## src/rtl/updown_counter_p.sv

```systemverilog
// Parametrised up/down event counter: synchronised, edge-detected pulse input,
// modulus wrap or saturate, parallel load and sticky overflow/underflow flags.
module updown_counter_p #(
  parameter int unsigned             WIDTH       = 8,
  parameter logic [WIDTH-1:0]        MAX_COUNT   = {WIDTH{1'b1}},
  parameter logic [WIDTH-1:0]        STEP        = {{(WIDTH-1){1'b0}}, 1'b1},
  parameter bit                      SAT         = 1'b0,
  parameter int unsigned             SYNC_STAGES = 2
) (
  input  logic             clk,
  input  logic             reset,
  input  logic             btn,
  input  logic             uphdnl,
  input  logic             enable,
  input  logic             load,
  input  logic [WIDTH-1:0] load_val,
  input  logic             clr_flags,
  output logic [WIDTH-1:0] count,
  output logic             ped_out,
  output logic             at_max,
  output logic             at_min,
  output logic             ovf,
  output logic             unf
);

  localparam logic [WIDTH-1:0] ONE = {{(WIDTH-1){1'b0}}, 1'b1};

  logic [SYNC_STAGES-1:0] s;
  logic                   s_d;
  logic                   ped;
  logic                   ev;

  logic [WIDTH:0]         sum;
  logic [WIDTH-1:0]       wrap_up;
  logic [WIDTH-1:0]       wrap_dn;
  logic [WIDTH-1:0]       load_clip;
  logic [WIDTH-1:0]       count_n;
  logic                   ovf_set;
  logic                   unf_set;

  assign ped     = s[SYNC_STAGES-1] & ~s_d;
  assign ev      = ped & enable;
  assign ped_out = ped;
  assign at_max  = (count == MAX_COUNT);
  assign at_min  = (count == '0);

  // Wrapped results fit in WIDTH bits, so the modulus subtraction is done
  // modulo 2**WIDTH: -(MAX_COUNT+1) == ~MAX_COUNT in two's complement.
  assign sum     = {1'b0, count} + {1'b0, STEP};
  assign wrap_up = count + STEP + ~MAX_COUNT;
  assign wrap_dn = count - STEP + MAX_COUNT + ONE;
  assign load_clip = (load_val > MAX_COUNT) ? MAX_COUNT : load_val;

  always_comb begin
    count_n = count;
    ovf_set = 1'b0;
    unf_set = 1'b0;
    if (load) begin
      count_n = load_clip;
    end else if (ev) begin
      if (uphdnl) begin
        if (sum <= {1'b0, MAX_COUNT}) begin
          count_n = sum[WIDTH-1:0];
        end else begin
          ovf_set = 1'b1;
          count_n = SAT ? MAX_COUNT : wrap_up;
        end
      end else begin
        if (count >= STEP) begin
          count_n = count - STEP;
        end else begin
          unf_set = 1'b1;
          count_n = SAT ? '0 : wrap_dn;
        end
      end
    end
  end

  always_ff @(posedge clk) begin
    if (reset) begin
      s     <= '0;
      s_d   <= 1'b0;
      count <= '0;
      ovf   <= 1'b0;
      unf   <= 1'b0;
    end else begin
      if (SYNC_STAGES > 1) begin
        s <= {s[SYNC_STAGES-2:0], btn};
      end else begin
        s <= btn;
      end
      s_d   <= s[SYNC_STAGES-1];
      count <= count_n;
      // A flag being set in the same cycle as clr_flags keeps the flag.
      ovf   <= ovf_set | (ovf & ~clr_flags);
      unf   <= unf_set | (unf & ~clr_flags);
    end
  end

endmodule
```

## config.mk

```make
export PLATFORM = sky130hd
export DESIGN_NAME = updown_counter_p
export DESIGN_NICKNAME = d
export VERILOG_FILES = /design/src/rtl/updown_counter_p.sv
export SDC_FILE = /design/constraint.sdc
export NUM_CORES = 1
export LEC_CHECK = 0
export ABC_CLOCK_PERIOD_IN_PS = 1800
export BUFFER_PORTS_ARGS = -buffer_cell sky130_fd_sc_hd__buf_2
export CAP_MARGIN = 30
export CORE_MARGIN = 1
export CORE_UTILIZATION = 25
export CTS_CLUSTER_SIZE = 25
export DETAILED_ROUTE_END_ITERATION = 10
export PLACE_DENSITY = 0.44
export SLEW_MARGIN = 40
export SYNTH_ARGS = -nofsm -noshare
export SYNTH_HDL_FRONTEND = slang
export SYNTH_SLANG_ARGS = --single-unit
```

## constraint.sdc

```tcl
create_clock -name clk -period 1.8 [get_ports clk]
set_input_delay 0.27 -clock clk [delete_from_list [all_inputs] [get_ports clk]]
set_output_delay 0.27 -clock clk [all_outputs]
set_load 0.05 [all_outputs]
```

==> load_flow_metrics.sql <==
INSERT INTO impl_metrics (metric_group, metric, value, unit) VALUES
('outcome', 'status', 'finished clean', ''),
('timing', 'clock-skew-final', '0.00131', 'ns'),
('drt', 'drtAntennaViolNets', '0', ''),
('critical_path', 'timing_worst_setup_path_type', 'reg2out', ''),
('grt', 'grt_pass1_wl', '4340', 'um'),
('clock_tree', 'hold_buf_cts', '0', ''),
('pwr', 'share_clk_of_total_power', '0.320', ''),
('timing', 'hold_viol_final', '0', ''),
('min_path', 'timing.hold.worst.class', 'in2reg', ''),
('layout', 'num-nets-final', '167', ''),
('die', 'starting_density', '0.266', ''),
('critical_path', 'cp_max_fo', '11', ''),
('timing', 'final_critical_path_time_including_i_o_delays_and_setup', '1.69', 'ns'),
('critical_path', 'cp-start-kind', 'register', ''),
('min_path', 'worstHoldPathCells', '2', ''),
('logic_synthesis', 'synth_top_cell_by_area', 'sky130_fd_sc_hd__dfxtp_1', ''),
('grt', 'overflow', '0', ''),
('logic_synthesis', 'synth.top_cell.area_share', '0.263', ''),
('grt', 'via_count_of_the_first_global_routing_pass', '927', ''),
('logic_synthesis', 'synth_area_per_cell', '7.98', 'um^2'),
('clock_tree', 'cts_tree', 'built', ''),
('placed_design', 'dp_worst_setup_slack', '0.202', 'ns'),
('timing', 'tightest_slew', '0.356', 'ns'),
('pwr', 'cellLeakagePower', '0.538', 'nW'),
('drt', 'wl_per_cell', '13.4', 'um'),
('logic_synthesis', 'synthesis.nets', '144', ''),
('clock_tree', 'worst_skew_pair.late_latency', '0.24', 'ns'),
('logic_synthesis', 'synth.cell_area', '990', 'um^2'),
('pwr', 'pwr-share-seq', '0.415', ''),
('layout', 'seq_area', '273', 'um^2'),
('drt', 'vias', '958', ''),
('clock_tree', 'cts_inserted_buffers', '3', ''),
('critical_path', 'worstRegToRegCells', '7', ''),
('timing', 'maxSlewViolCount', '0', ''),
('pwr', 'power.switching', '0.278', 'mW'),
('timing', 'postLayoutSetupSlackWorst', '0.105', 'ns'),
('timing', 'finalSetupViolations', '0', ''),
('timing', 'max_freq', '590', 'MHz'),
('clock_tree', 'post_cts_buffers', '0', ''),
('drt', 'drc', '0', ''),
('grt', 'grt_start_max_net_pins', '18', ''),
('die', 'placement_rows', '22', ''),
('layout', 'syn2layout_area_growth', '24.1', '%'),
('die', 'core_region_area', '3720', 'um^2'),
('pwr', 'sw_share', '0.339', ''),
('layout', 'antennaDiodeCount', '0', ''),
('placed_design', 'count_of_buffers_from_port_buffering', '27', ''),
('placed_design', 'detailedPlacementHpwl', '1940', 'um'),
('critical_path', 'cp.arrival', '1.42', 'ns'),
('logic_synthesis', 'yosys-top-cells-area', 'sky130_fd_sc_hd__dfxtp_1 (26%), sky130_fd_sc_hd__ha_1 (6.3%), sky130_fd_sc_hd__mux2i_1 (6.1%)', ''),
('drt', 'drt-total-wl', '2610', 'um'),
('clock_tree', 'clkTransAtPathRegs', '0.06', 'ns'),
('logic_synthesis', 'synth_sequential_area_ratio', '0.263', ''),
('placed_design', 'gp_congestion', '0.810', ''),
('clock_tree', 'cts-htree-levels', '1', ''),
('clock_tree', 'cts_num_sinks', '13', ''),
('logic_synthesis', 'synth_cells', '124', ''),
('die', 'floorplan.io_pins', '28', ''),
('grt', 'grt_antenna_before_repair', '0', ''),
('logic_synthesis', 'synth_seq_cells', '13', ''),
('die', 'total_die_area', '4210', 'um^2'),
('timing', 'layout_worst_path_cycle_share', '0.942', ''),
('logic_synthesis', 'synth_cell_type_count', '40', ''),
('pwr', 'power_per_cell_area', '668', 'nW/um^2'),
('layout', 'n_fill_cell', '417', ''),
('clock_tree', 'clk_path_buf_depth', '2', ''),
('pwr', 'intPower', '0.542', 'mW'),
('drt', 'route.detailed.vias_per_inst', '4.94', ''),
('pwr', 'peakVddDrop', '0.399', 'mV'),
('drt', 'drtIter0Drc', '20', ''),
('pwr', 'power.share.combinational', '0.265', ''),
('critical_path', 'cp-end-kind', 'primary output', ''),
('run', 'max-cap-violations', '0', ''),
('drt', 'firstDrtPassIters', '4', ''),
('clock_tree', 'clockRootBuffer', 'sky130_fd_sc_hd__clkbuf_8', ''),
('layout', 'multiInputGateArea', '677', 'um^2'),
('layout', 'fraction_of_layout_instances_using_a_drive_strength_above_1', '0.315', ''),
('timing', 'timing.setup.tns', '0', 'ns'),
('timing', 'maxSlewHeadroom', '0.761', ''),
('timing', 'rsz0062_at_grt', 'no', ''),
('critical_path', 'critPathRequiredTime', '1.53', 'ns'),
('logic_synthesis', 'yosysWarnings', '0', ''),
('die', 'die_w', '64.9', 'um'),
('grt', 'groute.usage.overall', '0.134', ''),
('die', 'die_y', '64.9', 'um');
## path summary, 6_finish.rpt
path | start | to | slack [ns]
worst max-delay path | count[0] | at_max | 0.11
worst min-delay path | btn | s[0] | 0.24
worst max register to register | count[0] | count[6] | 0.19
worst min register to register | s[0] | s[1] | 0.43
## metrics by stage
stage | cells | hold slack, ns | cell area [um^2] | total power, mW | util
floorplan | 124 | 0.342 | 1020 | 0.509 | -
global placement | 190 | 0.422 | 1170 | 0.560 | 0.314
finish | 194 | 0.238 | 1230 | 0.821 | 0.331
detailed placement | 190 | 0.424 | 1170 | 0.561 | 0.314
CTS | 194 | 0.233 | 1220 | 0.837 | 0.328
global route | 194 | 0.233 | 1230 | 0.867 | 0.331
## synthesized netlist by cell type, drive strengths merged
cell type and instances:
nand3 4, o22ai 3, a221oi 1, a22oi 1
nand4 2, o21ai 4, buf 6, ha 5
xor2 4, and2 1, nor3 4, clkbuf 5
inv 5, a21oi 8, and3b 1, nor4b 3
and4b 1, nor2b 5, nand2 10, or4 2
dfxtp 13, nand2b 1, nor2 13, mux2i 6
o21a 2, a31o 1, nand3b 4, nor3b 1
a31oi 2, o311a 1, xnor2 3, and4 1
or3 1
## placed cells by master (no fill, tap or decap), types with 2 or more instances in the layout
cell type / n
sky130_fd_sc_hd__a21oi_1: 7
sky130_fd_sc_hd__a31oi_1: 2
sky130_fd_sc_hd__buf_2: 25
sky130_fd_sc_hd__buf_4: 4
sky130_fd_sc_hd__clkbuf_8: 3
sky130_fd_sc_hd__dfxtp_1: 7
sky130_fd_sc_hd__dfxtp_2: 4
sky130_fd_sc_hd__dfxtp_4: 2
sky130_fd_sc_hd__ha_1: 4
sky130_fd_sc_hd__inv_1: 5
sky130_fd_sc_hd__mux2i_1: 6
sky130_fd_sc_hd__nand2_1: 10
sky130_fd_sc_hd__nand3_1: 4
sky130_fd_sc_hd__nand3b_1: 3
sky130_fd_sc_hd__nand4_1: 2
sky130_fd_sc_hd__nor2_1: 13
sky130_fd_sc_hd__nor2b_1: 5
sky130_fd_sc_hd__nor3_1: 2
sky130_fd_sc_hd__nor4b_1: 2
sky130_fd_sc_hd__o21a_1: 2
sky130_fd_sc_hd__o21ai_0: 3
sky130_fd_sc_hd__o22ai_1: 3
sky130_fd_sc_hd__xnor2_1: 3
sky130_fd_sc_hd__xor2_1: 4
## area by class of cell
class	instances	share of cell area
flip-flops and latches	13	0.222
repair buffers	29	0.126
clock buffers	4	0.0367
inverters	5	0.0153
well taps	48	0.0489
multi-input cells	95	0.551
## power by group through the flow
stage          Sequential, mW  Clock (mW)  Combinational, mW
4_1_cts                 0.340       0.279              0.217
3_3_place_gp            0.345           0              0.215
2_1_floorplan           0.368           0              0.141
6_report                0.340       0.263              0.218
3_5_place_dp            0.347           0              0.214
5_1_grt                 0.345       0.287              0.236
## critical path, cell delays in order (launching register included)
cell	delay [ns]
sky130_fd_sc_hd__dfxtp_4	0.41
sky130_fd_sc_hd__ha_2	0.24
sky130_fd_sc_hd__inv_1	0.10
sky130_fd_sc_hd__nor3_4	0.20
sky130_fd_sc_hd__buf_4	0.22
## cell families (layout without fill, tap and decap cells)
family	count (synthesis)	after routing	synth area share
XOR/XNOR	7	7	0.0619
buffers and inverters	16	38	0.0834
flip-flops	13	13	0.263
multiplexers	6	6	0.0607
adder cells (fa/ha/maj)	5	5	0.0632
AND/OR/NAND/NOR	54	54	0.321
AO/OA/AOI/OAI	23	23	0.147
## registers in the layout, indices dropped and copies added (netlist names)
register / count
count: 8
s: 2
s_d: 1
ovf: 1
unf: 1
## per-layer routing
metal  share of wire  track usage  vias to the layer above
li1                -            -                      481
met4          0.0046       0.0194                        0
met3           0.069       0.0405                        2
met1            0.45        0.171                      444
met5               0            0                        -
met2            0.48        0.223                       31
## what timing repair did
| action | in CTS | in global routing |
|---|---|---|
| pin swaps | 0 | 0 |
| endpoints found under the setup margin | 2 | 2 |
| resized for setup | 3 | 3 |
| cloned | 0 | 0 |
(Power assumes the default switching activity.)
